File: src/rtl/sr_drv_pkg.sv
// Shared types and constants for the master-slave SR flip-flop driver.
package sr_drv_pkg;

    // Driver sequencing states.
    typedef enum logic [1:0] {
        INIT,
        IDLE,
        SHIFT,
        FLUSH
    } state_e;

    // Excitation codes, ordered {S, R}. S=R=1 is deliberately absent.
    localparam logic [1:0] EXC_HOLD = 2'b00;
    localparam logic [1:0] EXC_SET  = 2'b10;
    localparam logic [1:0] EXC_RST  = 2'b01;

    // Cycles spent forcing the flop clear after reset release.
    localparam int INIT_CYCLES = 2;

endpackage : sr_drv_pkg

File: src/rtl/sr_excite.sv
// Combinational SR excitation encoder: maps (current state, target) to {S, R}.
// Depends only on the internally tracked state, never on the flop's Q.
module sr_excite
    import sr_drv_pkg::*;
(
    input  logic       cur_i,
    input  logic       target_i,
    output logic [1:0] sr_o
);

    // Pick the excitation that moves the flop from cur_i to target_i.
    always_comb begin
        // NOTE: default assigned first so every path drives sr_o and no latch is inferred.
        sr_o = EXC_HOLD;
        if (target_i && !cur_i) begin
            sr_o = EXC_SET;
        end else if (!target_i && cur_i) begin
            sr_o = EXC_RST;
        end
    end

endmodule : sr_excite

File: src/rtl/sr_ff_driver.sv
// Serialises parallel words LSB-first into S/R excitation for an external
// master-slave SR flip-flop, reads Q/Qbar back two cycles later and reports
// per-word readback, mismatch flags and a saturating error count.
module sr_ff_driver
    import sr_drv_pkg::*;
#(
    parameter int WIDTH = 8,
    parameter int ERRW  = 8
) (
    input  logic             clk,
    input  logic             rst_n,
    input  logic             in_valid,
    output logic             in_ready,
    input  logic [WIDTH-1:0] in_data,
    output logic             S,
    output logic             R,
    input  logic             Q,
    input  logic             Qbar,
    output logic             done,
    output logic [WIDTH-1:0] rb_data,
    output logic             word_err,
    output logic             err_sticky,
    output logic [ERRW-1:0]  err_count
);

    localparam int              CW        = $clog2(WIDTH + 1);
    localparam int              IW        = $clog2(WIDTH);
    localparam logic [CW-1:0]   LAST_BIT  = CW'(WIDTH);
    localparam logic [1:0]      INIT_LAST = 2'(INIT_CYCLES);

    // Sequencer state and registered outputs.
    state_e           state_q;
    logic [1:0]       init_cnt_q;
    logic [WIDTH-1:0] sh_q;
    logic [CW-1:0]    bit_cnt_q;
    logic             cur_q;
    logic             s_q, r_q;
    logic             in_ready_q;
    logic             done_q;

    // Readback pipeline and error bookkeeping.
    logic             exp1_q, exp2_q;
    logic             v1_q, v2_q;
    logic [IW-1:0]    chk_idx_q;
    logic [WIDTH-1:0] rb_q;
    logic             word_err_q;
    logic             sticky_q;
    logic [ERRW-1:0]  err_cnt_q;

    logic             accept;
    logic             drive_bit;
    logic             target;
    logic             mismatch;
    logic [1:0]       exc;

    assign accept    = (state_q == IDLE) && in_valid && in_ready_q;
    assign drive_bit = accept || ((state_q == SHIFT) && (bit_cnt_q != LAST_BIT));
    // Bit 0 comes straight from the input word on the accepting edge.
    assign target    = (state_q == IDLE) ? in_data[0] : sh_q[0];
    // Q must match the delayed target and Qbar must be its complement.
    assign mismatch  = (Q != exp2_q) || (Qbar == Q);

    sr_excite u_excite (
        .cur_i    (cur_q),
        .target_i (target),
        .sr_o     (exc)
    );

    // Sequencer: INIT clear, IDLE handshake, SHIFT bits out, FLUSH last sample.
    always_ff @(posedge clk or negedge rst_n) begin
        if (!rst_n) begin
            state_q    <= INIT;
            init_cnt_q <= '0;
            sh_q       <= '0;
            bit_cnt_q  <= '0;
            cur_q      <= 1'b0;
            s_q        <= 1'b0;
            r_q        <= 1'b0;
            in_ready_q <= 1'b0;
            done_q     <= 1'b0;
        end else begin
            // NOTE: non-blocking assignments so every register updates from pre-edge values.
            done_q <= 1'b0;
            unique case (state_q)
                INIT: begin
                    cur_q <= 1'b0;
                    if (init_cnt_q == INIT_LAST) begin
                        state_q    <= IDLE;
                        in_ready_q <= 1'b1;
                        {s_q, r_q} <= EXC_HOLD;
                    end else begin
                        init_cnt_q <= init_cnt_q + 1'b1;
                        {s_q, r_q} <= EXC_RST;
                    end
                end
                IDLE: begin
                    {s_q, r_q} <= EXC_HOLD;
                    if (accept) begin
                        state_q    <= SHIFT;
                        in_ready_q <= 1'b0;
                        sh_q       <= in_data >> 1;
                        bit_cnt_q  <= CW'(1);
                        {s_q, r_q} <= exc;
                        cur_q      <= target;
                    end
                end
                SHIFT: begin
                    if (bit_cnt_q == LAST_BIT) begin
                        state_q    <= FLUSH;
                        {s_q, r_q} <= EXC_HOLD;
                    end else begin
                        {s_q, r_q} <= exc;
                        cur_q      <= target;
                        sh_q       <= sh_q >> 1;
                        bit_cnt_q  <= bit_cnt_q + 1'b1;
                    end
                end
                FLUSH: begin
                    state_q    <= IDLE;
                    {s_q, r_q} <= EXC_HOLD;
                    in_ready_q <= 1'b1;
                    done_q     <= 1'b1;
                end
                default: begin
                    state_q    <= INIT;
                    {s_q, r_q} <= EXC_HOLD;
                end
            endcase
        end
    end

    // Delay each driven target two cycles, then compare it with the flop outputs.
    always_ff @(posedge clk or negedge rst_n) begin
        if (!rst_n) begin
            exp1_q     <= 1'b0;
            exp2_q     <= 1'b0;
            v1_q       <= 1'b0;
            v2_q       <= 1'b0;
            chk_idx_q  <= '0;
            rb_q       <= '0;
            word_err_q <= 1'b0;
            sticky_q   <= 1'b0;
            err_cnt_q  <= '0;
        end else begin
            v1_q   <= drive_bit;
            exp1_q <= target;
            v2_q   <= v1_q;
            exp2_q <= exp1_q;
            if (accept) begin
                rb_q       <= '0;
                word_err_q <= 1'b0;
                chk_idx_q  <= '0;
            end else if (v2_q) begin
                rb_q[chk_idx_q] <= Q;
                chk_idx_q       <= chk_idx_q + 1'b1;
                if (mismatch) begin
                    word_err_q <= 1'b1;
                end
            end
            if (v2_q && mismatch) begin
                sticky_q <= 1'b1;
                if (err_cnt_q != '1) begin
                    err_cnt_q <= err_cnt_q + 1'b1;
                end
            end
        end
    end

    assign in_ready   = in_ready_q;
    assign S          = s_q;
    assign R          = r_q;
    assign done       = done_q;
    assign rb_data    = rb_q;
    assign word_err   = word_err_q;
    assign err_sticky = sticky_q;
    assign err_count  = err_cnt_q;

endmodule : sr_ff_driver

File: config.mk
export PLATFORM = sky130hd
export DESIGN_NAME = sr_ff_driver
export DESIGN_NICKNAME = d
export VERILOG_FILES = /design/src/rtl/sr_drv_pkg.sv /design/src/rtl/sr_excite.sv /design/src/rtl/sr_ff_driver.sv
export SDC_FILE = /design/constraint.sdc
export NUM_CORES = 1
export LEC_CHECK = 0
export CAP_MARGIN = 15
export CORE_AREA = 3 3 75 77
export CTS_BUF_LIST = sky130_fd_sc_hd__clkbuf_16
export DETAILED_ROUTE_END_ITERATION = 16
export DIE_AREA = 0 0 78 80
export PLACE_DENSITY = 0.67
export SLEW_MARGIN = 40
export SYNTH_ARGS = -nofsm -noshare
export SYNTH_HDL_FRONTEND = slang
export SYNTH_SLANG_ARGS = --single-unit
File: constraint.sdc
create_clock -name clk -period 2.3 [get_ports clk]
set_input_delay 0.345 -clock clk [delete_from_list [all_inputs] [get_ports clk]]
set_output_delay 0.345 -clock clk [all_outputs]
set_load 0.05 [all_outputs]
==> qor.yml, run 1 <==
synth_top_cell_by_area: "dfrtp_1"
yosysMostFrequentCell: "dfrtp_1"
hpwl_mm: 2.75
ir_worst_vdd_v: 0.000347
status: "completed"
syn_avg_cell_area_um2: 11.1
synthesis.nets: 222
die_area_um2: 6240
antenna_cells: 0
cts_tree: "built"
grt_max_degree: 46
setup_tns_ps: 0
fmax_ghz: 0.531
grt_use_total_pct: 13.6
grt_setup_unrepaired: "no"
routed_wl_mm: 3.83
highest_layer: "met4"
clockBufferDepth: 2
end_kind: "primary output"
syn_inst: 199
vias: 1541
synth_common_cells: "dfrtp_1 (45), nor2_1 (16), mux2_2 (13)"
synth-edff-count: 0
drive_above_1_share_pct: 14.3
core_um2: 5070
insertion_delay_ps: 280
synth_area_leaders: "dfrtp_1 (51%), mux2_2 (6.6%), ha_1 (5.6%), mux2i_1 (5.4%), nor2_1 (2.7%)"
crit_chain: "clkdlybuf4s50_1"
yosys_warnings: 0
cts_buffers: 5
syn_area_um2: 2220
slowest_delay_ps: 830
cts_root_buffer: "clkbuf_16"
worstMarginPinSlew_ps: 564
initial_utilization_pct: 43.7
hp-class: "in -> async"
worstPathArrival_ps: 1540
grt_pass1_wl_mm: 6.71
syn2layout_area_growth_pct: 24.8
instances_no_fill: 307
viasPerCell: 5.02
die-width_um: 78
yosysUniqueCellTypes: 43
wl_met3_um: 170
drt-met1-wl_mm: 1.81
drv_slew: 0
path_class: "reg -> out"
drtIter0Drc: 25
cp_top_family: "buffers and inverters"
cts.sinks: 45
maxSlewHeadroom_pct: 62.4
n_fill_cell: 492
synth_seq_cells: 45
drc: 0
rows: 26
pin_count: 35
crit_fanout: 6
grt.overflow.total: 0
ctsResizeCount: 0
r2r_slack_ps: 490
met2_length_mm: 1.79
first_pass_iters: 4
ys_seq_area_share_pct: 50.8
grt_pass1_vias: 1504
dp_cells: 299
cp_data_required_time_ps: 1960
power_density_nw_per_um2: 555
cts_hold_buf: 0
die_h_um: 80
timing.final.crit_share_pct: 81.9
place.gp.congestion: 0.787
fin_worst_skew_ps: 3.17
setup_viol: 0
max_cap_viol_count: 0
cts_setup_buffers: 0
hold_viol_final: 0
ant_nets: 0
portBuffers: 34
critPathLaunchType: "flop"
final_nets: 259
critPathBufInv: 1
period_minus_slack_ps: 1880
leakagePower_uw: 0.00125
synth_flop_cell: "dfrtp_1"
async_flop_share_pct: 100
wl_per_cell_um: 12.5
h-tree-depth: 2
path_clk_slew_ps: 60
antenna_found_initial: 0
slowest_stage: "clkdlybuf4s50_1"
synth_top_area_share_pct: 50.8
[report_power, final]
part           internal (uW)  leakage (uW)  switching [uW]  total, uW
sequential               797      0.000568            2.47        800
clock                    392     0.0000687             269        662
combinational           33.6      0.000615            40.6       74.2
[cell usage in the layout, fill, tap and decap left out, types with 5 or more instances in the layout]
cell type	netlist	routed
a21oi_1	7	7
clkbuf_16	0	5
clkdlybuf4s50_1	0	33
dfrtp_1	45	45
ha_1	10	10
inv_1	12	12
mux2_2	13	13
mux2i_1	12	12
nand2_1	11	11
nand3_1	8	8
nor2_1	16	16
nor3_1	5	5
o21ai_0	9	9
xor2_1	5	5
[routing by layer]
layer / GRT usage (%) / vias up
li1: - / 761
met1: 16.8 / 737
met2: 22.4 / 36
met3: 3.50 / 7
met4: 5.77 / 0
met5: 0 / -
[state kept, by name (all words and copies together) (netlist names)]
name,cells
err_count,8
exp2_q,1
sh_q,7
S,1
done,1
state_q,2
exp1_q,1
v2_q,1
bit_cnt_q,4
err_sticky,1
rb_data,8
in_ready,1
v1_q,1
cur_q,1
R,1
word_err,1
init_cnt_q,2
chk_idx_q,3
[through the flow]
stage / worst slack, ps / area (um^2) / hold slack, ps / utilization, % / total power [uW]
2_1_floorplan: 500 / 2220 / 49.4 / - / 843
5_1_grt: 331 / 2770 / 195 / 54.5 / 1610
3_5_place_dp: 396 / 2630 / 336 / 51.8 / 890
3_3_place_gp: 406 / 2630 / 333 / 51.8 / 890
6_report: 417 / 2770 / 144 / 54.5 / 1540
4_1_cts: 396 / 2770 / 172 / 54.5 / 1570
[final cells by class]
type                    instances  area, um^2  share of cell area, %
inverters                      12        45.0                   1.63
clock buffers                   5         125                   4.52
flip-flops and latches         45        1130                   40.7
clock inverters                 3        12.5                  0.452
well taps                      70        87.6                   3.17
multi-input cells             134        1000                   36.3
repair buffers                 38         365                   13.2
[worst register-to-register path, delay by kind of cell (launching register included)]
family | cells | cell delay, ps
AOI/OAI and AO/OA | 1 | 290
and+or+nand+nor | 1 | 90
adders and majority gates | 1 | 350
buffers and inverters | 2 | 260
DFF | 1 | 430
muxes | 1 | 280
[final timing paths]
kind / depth (start not counted) / end / from
setup / recovery: 1 / err_count[4] / err_count[4]$_DFFE_PN0P_
max in group asynchronous: 2 / rb_data[7]$_DFFE_PN0P_ / rst_n
min in group clk: 0 / v2_q$_DFF_PN0_ / v1_q$_DFF_PN0_
hold / removal: 2 / rb_data[1]$_DFFE_PN0P_ / rst_n
hold reg to reg: 0 / v2_q$_DFF_PN0_ / v1_q$_DFF_PN0_
setup reg to reg: 6 / sh_q[4]$_DFFE_PN0P_ / state_q[0]$_DFFE_PN0P_
[kinds of logic (layout without fill, tap and decap cells)]
family          count (synthesis)  in the layout  share of synthesized area (%)
compound gates                 26             26                           7.22
flops                          45             45                           50.8
simple gates                   65             65                           16.7
fa+ha+maj                      10             10                           5.64
mux                            27             27                           13.4
xor+xnor                        6              6                           2.37
buf+inv                        20             58                           3.89
No activity file was read; power rests on OpenSTA's default activity.
==> inputs of run 2 (changes only) <==
--- a/config.mk
+++ b/config.mk
@@ -10,7 +10,7 @@
 export CTS_BUF_LIST = sky130_fd_sc_hd__clkbuf_16
 export DETAILED_ROUTE_END_ITERATION = 16
 export DIE_AREA = 0 0 78 80
-export PLACE_DENSITY = 0.67
+export PLACE_DENSITY = 0.69
 export SLEW_MARGIN = 40
 export SYNTH_ARGS = -nofsm -noshare
 export SYNTH_HDL_FRONTEND = slang
==> constraint.sdc (replaced) <==
create_clock -name clk -period 1.66 [get_ports clk]
set_input_delay 0.249 -clock clk [delete_from_list [all_inputs] [get_ports clk]]
set_output_delay 0.249 -clock clk [all_outputs]
set_load 0.05 [all_outputs]
==> qor.yml, run 2 (synthesis gave the netlist of run 1 again) <==
status: "completed"  # unchanged
fin_worst_skew_ps: 5.30  # was 3.17 ps
grt_pass1_vias: 1564  # was 1504
pin_count: 35  # unchanged
cp_data_required_time_ps: 1820  # was 1960 ps
end_kind: "flop"  # was primary output
final_design_area_no_fill_um2: 3000  # was 2770 um^2
first_pass_iters: 4  # unchanged
critPathLaunchType: "flop"  # unchanged
cts_root_buffer: "clkbuf_16"  # unchanged
cts.sinks: 45  # unchanged
portBuffers: 34  # unchanged
vias: 1608  # was 1541
seq_power_share_pct: 48.1  # was 52.1%
hpwl_mm: 2.92  # was 2.75 mm
post_dp_cell_area_um2: 2780  # was 2630 um^2
drc: 0  # unchanged
n_fill_cell: 464  # was 492
rows: 26  # unchanged
cts_buffers: 5  # unchanged
p_int_uw: 1850  # was 1220 uW
layout_setup_ws_ps: 36.2  # was 417 ps
crit_chain: "inv_1 -> ha_2 -> buf_12 -> mux2_2 -> mux2_2"  # was clkdlybuf4s50_1
grt_max_degree: 46  # unchanged
slowest_delay_ps: 430  # was 830 ps
totalPowerFinal_uw: 2300  # was 1540 uW
dp_slack_ps: -114  # was 396 ps
drive_above_1_share_pct: 33.7  # was 14.3%
core_um2: 5070  # unchanged
period_minus_slack_ps: 1620
insertion_delay_ps: 280  # about the same
cts_tree: "built"  # unchanged
comb_power_share_pct: 4.7  # was 4.8%
worstMarginPinSlew_ps: 355  # was 564 ps
antenna_found_initial: 0  # unchanged
die_area_um2: 6240  # unchanged
cp_common_cell: "mux2_2"
final_util_pct: 59.1  # was 54.5%
drtIter0Drc: 85  # was 25
initial_utilization_pct: 43.7  # unchanged
antenna_cells: 0  # unchanged
grt_pass1_wl_mm: 7.17  # was 6.71 mm
drv_slew: 0  # unchanged
path_clk_slew_ps: 60  # about the same
wl_per_cell_um: 12.5  # about the same
ir_worst_vdd_v: 0.000444  # was 0.000347 V
h-tree-depth: 2  # unchanged
netSwitchingPower_uw: 448  # was 313 uW
final_common_cell: "buf_4"  # was dfrtp_1
routed_wl_mm: 4.17  # was 3.83 mm
die-width_um: 78  # unchanged
clkPwrFrac_pct: 47.2  # was 43.1%
maxSlewHeadroom_pct: 76.2  # was 62.4%
final_nets: 286  # was 259
worstPathArrival_ps: 1790  # was 1540 ps
timing.final.crit_share_pct: 97.8
slowest_stage: "dfrtp_1"  # was clkdlybuf4s50_1
grt_setup_unrepaired: "yes"  # was no
max_cap_viol_count: 0  # unchanged
die_h_um: 80  # unchanged
grt_use_total_pct: 14.4  # was 13.6%
grt.overflow.total: 0  # unchanged
leakagePower_uw: 0.00143  # was 0.00125 uW
path_class: "reg -> reg"  # was reg -> out
fmax_ghz: 0.616
syn2layout_area_growth_pct: 35.3  # was 24.8%
viasPerCell: 4.81  # was 5.02
place.gp.congestion: 0.749  # was 0.787
final_cell_mix: "buf_4 (50), dfrtp_1 (42), nor2_1 (16)"  # was dfrtp_1 (45), clkdlybuf4s50_1 (33), nor2_1 (16)
hold_viol_final: 0  # unchanged
setup_viol: 0  # unchanged
fin_worst_hold_slack_ps: 344  # was 144 ps
hp-class: "reg -> reg"  # was in -> async
clockBufferDepth: 2  # unchanged
power_density_nw_per_um2: 767  # was 555 nW/um^2
crit_fanout: 6  # unchanged
p_sw_share_pct: 19.5  # was 20.4%
ant_nets: 0  # unchanged
-- run 2: cell count changes in the layout (fill, tap and decap cells not counted), sizes merged --
cell,previous run,this run
bufinv,0,1
clkdlybuf4s50,33,11
buf,5,53
clkinv,3,1
dlygate4sd3,0,1
inv,12,13
-- run 2: worst paths after layout --
| kind | start | to | slack (ps) | cells after the start |
|---|---|---|---|---|
| min in group asynchronous | rst_n | rb_data[6]$_DFFE_PN0P_ | 480 | 3 |
| worst max-delay path | state_q[0]$_DFFE_PN0P_ | sh_q[5]$_DFFE_PN0P_ | 40 | 5 |
| worst max register to register | state_q[0]$_DFFE_PN0P_ | sh_q[5]$_DFFE_PN0P_ | 40 | 5 |
| worst min register to register | v1_q$_DFF_PN0_ | v2_q$_DFF_PN0_ | 340 | 0 |
| worst min-delay path | v1_q$_DFF_PN0_ | v2_q$_DFF_PN0_ | 340 | 0 |
| max in group asynchronous | rst_n | in_ready$_DFFE_PN0P_ | 950 | 3 |
-- run 2: what timing repair did --
| item | 4_1_cts | 5_1_grt |
|---|---|---|
| hold buffers | 1 | 0 |
| resized for setup | 0 | 4 |
| endpoints found under the setup margin | 0 | 7 |
| setup buffers | 0 | 3 |
| hold endpoints to repair | 45 | 0 |
-- run 2: metrics by stage --
stage,cells,TNS [ps]
detailed placement,322,-778
CTS,331,0
global route,334,-155
global placement,322,-610
finish,334,0
floorplan,199,0
-- run 2: power by group through the flow --
stage               clock [uW]  combinational (uW)  sequential (uW)
global route              1160                 119             1110
detailed placement           0                 109             1130
floorplan                    0                22.3             1150
finish                    1090                 108             1110
global placement             0                 108             1130
CTS                       1120                 111             1110
-- run 2: worst max-delay path, delay by kind of cell (launching register included) --
family / cells / cell delay (ps)
muxes: 2 / 590
adders and majority gates: 1 / 250
DFF: 1 / 430
buffers and inverters: 2 / 240
-- run 2: layout make-up --
class / count / area (um^2) / share of cell area, %
Clock buffer: 5 / 125 / 4.17
Clock inverter: 3 / 37.5 / 1.25
Inverter: 12 / 45.0 / 1.50
Multi-Input combinational cell: 134 / 1030 / 34.5
Sequential cell: 45 / 1130 / 37.7
Tap cell: 70 / 87.6 / 2.92
Timing Repair Buffer: 65 / 541 / 18.0
-- run 2: routing by layer --
layer | global-route usage [%] | up-vias | wire [um]
met2 | 24.6 | 33 | 1940
met5 | 0 | - | 0
met3 | 3.84 | 5 | 176
met4 | 5.24 | 0 | 61
met1 | 17.5 | 758 | 1990
li1 | - | 812 | -
==> inputs of run 3 (changes only) <==
--- a/config.mk
+++ b/config.mk
@@ -6,12 +6,12 @@
 export NUM_CORES = 1
 export LEC_CHECK = 0
 export CAP_MARGIN = 15
-export CORE_AREA = 3 3 75 77
-export CTS_BUF_LIST = sky130_fd_sc_hd__clkbuf_16
+export CORE_AREA = 3 3 76 78
 export DETAILED_ROUTE_END_ITERATION = 16
-export DIE_AREA = 0 0 78 80
+export DIE_AREA = 0 0 79 81
 export PLACE_DENSITY = 0.69
 export SLEW_MARGIN = 40
 export SYNTH_ARGS = -nofsm -noshare
 export SYNTH_HDL_FRONTEND = slang
+export SYNTH_HIERARCHICAL = 1
 export SYNTH_SLANG_ARGS = --single-unit
==> qor.yml, run 3 <==
status: "completed"  # unchanged
slowest_stage: "dfrtp_1"  # unchanged
synth_seq_cells: 45  # unchanged
vias: 1618  # was 1608
end_kind: "flop"  # unchanged
fin_worst_skew_ps: 4.35  # was 5.30 ps
path_clk_slew_ps: 80  # was 60 ps
cp_top_family: "simple AND/OR/NAND/NOR gates"  # was multiplexers
power_density_nw_per_um2: 1970  # was 767 nW/um^2
hold_depth: 0  # unchanged
timing.rr.start: "bit_cnt_q[1]$_DFFE_PN0P_"  # was state_q[0]$_DFFE_PN0P_
grt_max_degree: 29  # was 46
final_design_area_no_fill_um2: 2890  # was 3000 um^2
crit_fanout: 6  # unchanged
leakagePower_uw: 0.00141  # was 0.00143 uW
drtIter0Drc: 42  # was 85
wl_per_cell_um: 12.7  # was 12.5 um
instances_no_fill: 326  # was 334
timing.final.crit_share_pct: 97.4  # was 97.8%
cts_root_buffer: "clkbuf_8"  # was clkbuf_16
initial_utilization_pct: 44.2  # was 43.7%
n_fill_cell: 486  # was 464
cts_buffers: 5  # unchanged
antenna_cells: 0  # unchanged
die_h_um: 81  # was 80 um
place.gp.congestion: 0.765  # was 0.749
first_pass_iters: 4  # unchanged
post_dp_cell_area_um2: 2780  # about the same
grt.overflow.total: 0  # unchanged
worstMarginPinSlew_ps: 429  # was 355 ps
yosys_warnings: 6  # was 0
syn_inst: 199  # unchanged
fmax_ghz: 0.618  # was 0.616 GHz
dp_cells: 316  # was 322
yosysMostFrequentCell: "dfrtp_1"  # unchanged
path_class: "reg -> reg"  # unchanged
totalPowerFinal_uw: 5710  # was 2300 uW
async_flop_share_pct: 100  # unchanged
grt_pass1_vias: 1603  # was 1564
fin_worst_hold_slack_ps: 348  # was 344 ps
slowest_delay_ps: 360  # was 430 ps
rows: 26  # unchanged
drv_slew: 0  # unchanged
viasPerCell: 4.96  # was 4.81
grt_use_total_pct: 14.4  # about the same
grt_pass1_wl_mm: 7.25  # was 7.17 mm
cts.sinks: 45  # unchanged
portBuffers: 34  # unchanged
drive_above_1_share_pct: 32.8  # was 33.7%
synth-edff-count: 0  # unchanged
final_cell_mix: "dfrtp_1 (43), buf_4 (43), nor2_1 (18)"  # was buf_4 (50), dfrtp_1 (42), nor2_1 (16)
min_from: "exp1_q$_DFF_PN0_"  # was v1_q$_DFF_PN0_
die-width_um: 79  # was 78 um
hold_viol_final: 0  # unchanged
synth_common_cells: "dfrtp_1 (45), nor2_1 (18), mux2i_1 (13)"  # was dfrtp_1 (45), nor2_1 (16), mux2_2 (13)
r2r_slack_ps: 40  # about the same
cts_tree: "built"  # unchanged
regArea_um2: 1130  # about the same
syn2layout_area_growth_pct: 27.4  # was 35.3%
insertion_delay_ps: 290  # was 280 ps
clockBufferDepth: 2  # unchanged
maxSlewHeadroom_pct: 71.4  # was 76.2%
multiInputGateArea_um2: 1070  # was 1030 um^2
hpwl_mm: 3.08  # was 2.92 mm
ys_seq_area_share_pct: 49.6  # was 50.8%
synth_top_cell_by_area: "dfrtp_1"  # unchanged
routed_wl_mm: 4.15  # was 4.17 mm
grt_util_met3_pct: 3.99  # was 3.84%
die_area_um2: 6400  # was 6240 um^2
ant_nets: 0  # unchanged
crit_chain: "inv_1 -> ha_2 -> and3b_4 -> a21o_4 -> nor2_8 -> mux2_4"  # was inv_1 -> ha_2 -> buf_12 -> mux2_2 -> mux2_2
synth_top_area_share_pct: 49.6  # was 50.8%
pin_count: 35  # unchanged
synth_flop_cell: "dfrtp_1"  # unchanged
critPathBufInv: 1  # was 2
ff2ff_path_depth: 6  # was 5
worstPathArrival_ps: 1800  # was 1790 ps
met2_usage_pct: 24.0  # was 24.6%
yosysUniqueCellTypes: 44  # was 43
synth_area_leaders: "dfrtp_1 (50%), mux2i_1 (5.7%), ha_1 (5.5%), mux2_2 (5.0%), mux2_4 (4.0%)"  # was dfrtp_1 (51%), mux2_2 (6.6%), ha_1 (5.6%), mux2i_1 (5.4%), nor2_1 (2.7%)
period_minus_slack_ps: 1620  # about the same
worstHoldEndpoint: "exp2_q$_DFF_PN0_"  # was v2_q$_DFF_PN0_
core_um2: 5140  # was 5070 um^2
syn_area_um2: 2270  # was 2220 um^2
syn_avg_cell_area_um2: 11.4  # was 11.1 um^2
antenna_found_initial: 0  # unchanged
setup_viol: 0  # unchanged
grt_setup_unrepaired: "yes"  # unchanged
cp_data_required_time_ps: 1840  # was 1820 ps
r2r-end: "sh_q[1]$_DFFE_PN0P_"  # was sh_q[5]$_DFFE_PN0P_
busiest_layer: "met2"  # unchanged
met1_usage_pct: 17.9  # was 17.5%
drc: 0  # unchanged
ir_worst_vdd_v: 0.000989  # was 0.000444 V
final_util_pct: 56.3  # was 59.1%
critPathLaunchType: "flop"  # unchanged
final_nets: 278  # was 286
h-tree-depth: 2  # unchanged
hp-class: "reg -> reg"  # unchanged
synthesis.nets: 222  # unchanged
max_cap_viol_count: 0  # unchanged
-- run 3: changes by cell type after synthesis, moves of 2 or more --
cell      delta
o31ai_1      +2
mux2_2       -3
xor2_1       -2
nand3_1      -4
mux2_4       +4
and3_1       +2
o21ai_0      -6
nand2b_1     +3
nor2_1       +2
-- run 3: what timing repair did --
action | CTS | global route
hold buffers | 1 | 0
buffers inserted | 0 | 1
endpoints found under the hold margin | 17 | 0
setup endpoints to repair | 0 | 9
gates resized for setup | 0 | 7
-- run 3: cells by family after synthesis --
family / count (synthesis) / synth area share, %
compound gates: 27 / 9.09
xor+xnor: 4 / 1.54
fa+ha+maj: 10 / 5.51
buf+inv: 21 / 3.85
flops: 45 / 49.6
mux: 30 / 15.1
simple gates: 62 / 15.3
-- run 3: layout make-up --
| cell class | count | share of cell area, % |
|---|---|---|
| Clock buffer | 8 | 2.77 |
| Inverter | 12 | 1.56 |
| Multi-Input combinational cell | 133 | 37.1 |
| Sequential cell | 45 | 39.0 |
| Tap cell | 70 | 3.03 |
| Timing Repair Buffer | 58 | 16.6 |
-- run 3: stage by stage --
step | setup TNS, ps | setup slack (ps)
detailed placement | -543 | -61.0
CTS | 0 | 7.12
global placement | -192 | -29.3
floorplan | 0 | 12.1
global route | -2.94 | -2.94
finish | 0 | 43.0
-- run 3: worst max path at each step --
| stage | cells after the start | start | endpoint |
|---|---|---|---|
| final | 6 | bit_cnt_q[1]$_DFFE_PN0P_ | sh_q[1]$_DFFE_PN0P_ |
| after global routing | 6 | state_q[1]$_DFFE_PN0P_ | sh_q[1]$_DFFE_PN0P_ |
| after CTS | 6 | bit_cnt_q[0]$_DFFE_PN0P_ | sh_q[1]$_DFFE_PN0P_ |
| after detailed placement | 5 | Qbar | err_count[7]$_DFFE_PN0P_ |
| after global placement | 5 | Qbar | err_count[7]$_DFFE_PN0P_ |
| after floorplan | 5 | in_ready$_DFFE_PN0P_ | bit_cnt_q[1]$_DFFE_PN0P_ |
-- run 3: per-layer routing --
| layer | up-vias | share of wire (%) |
|---|---|---|
| met3 | 7 | 4.5 |
| met1 | 786 | 46 |
| met4 | 0 | 1.5 |
| met5 | - | 0 |
| li1 | 794 | - |
| met2 | 31 | 48 |
-- run 3: power by group --
part | total [uW] | internal (uW) | switching [uW]
Clock | 643 | 299 | 343
Combinational | 3090 | 1400 | 1690
Sequential | 1980 | 1570 | 404
Total | 5710 | 3270 | 2440
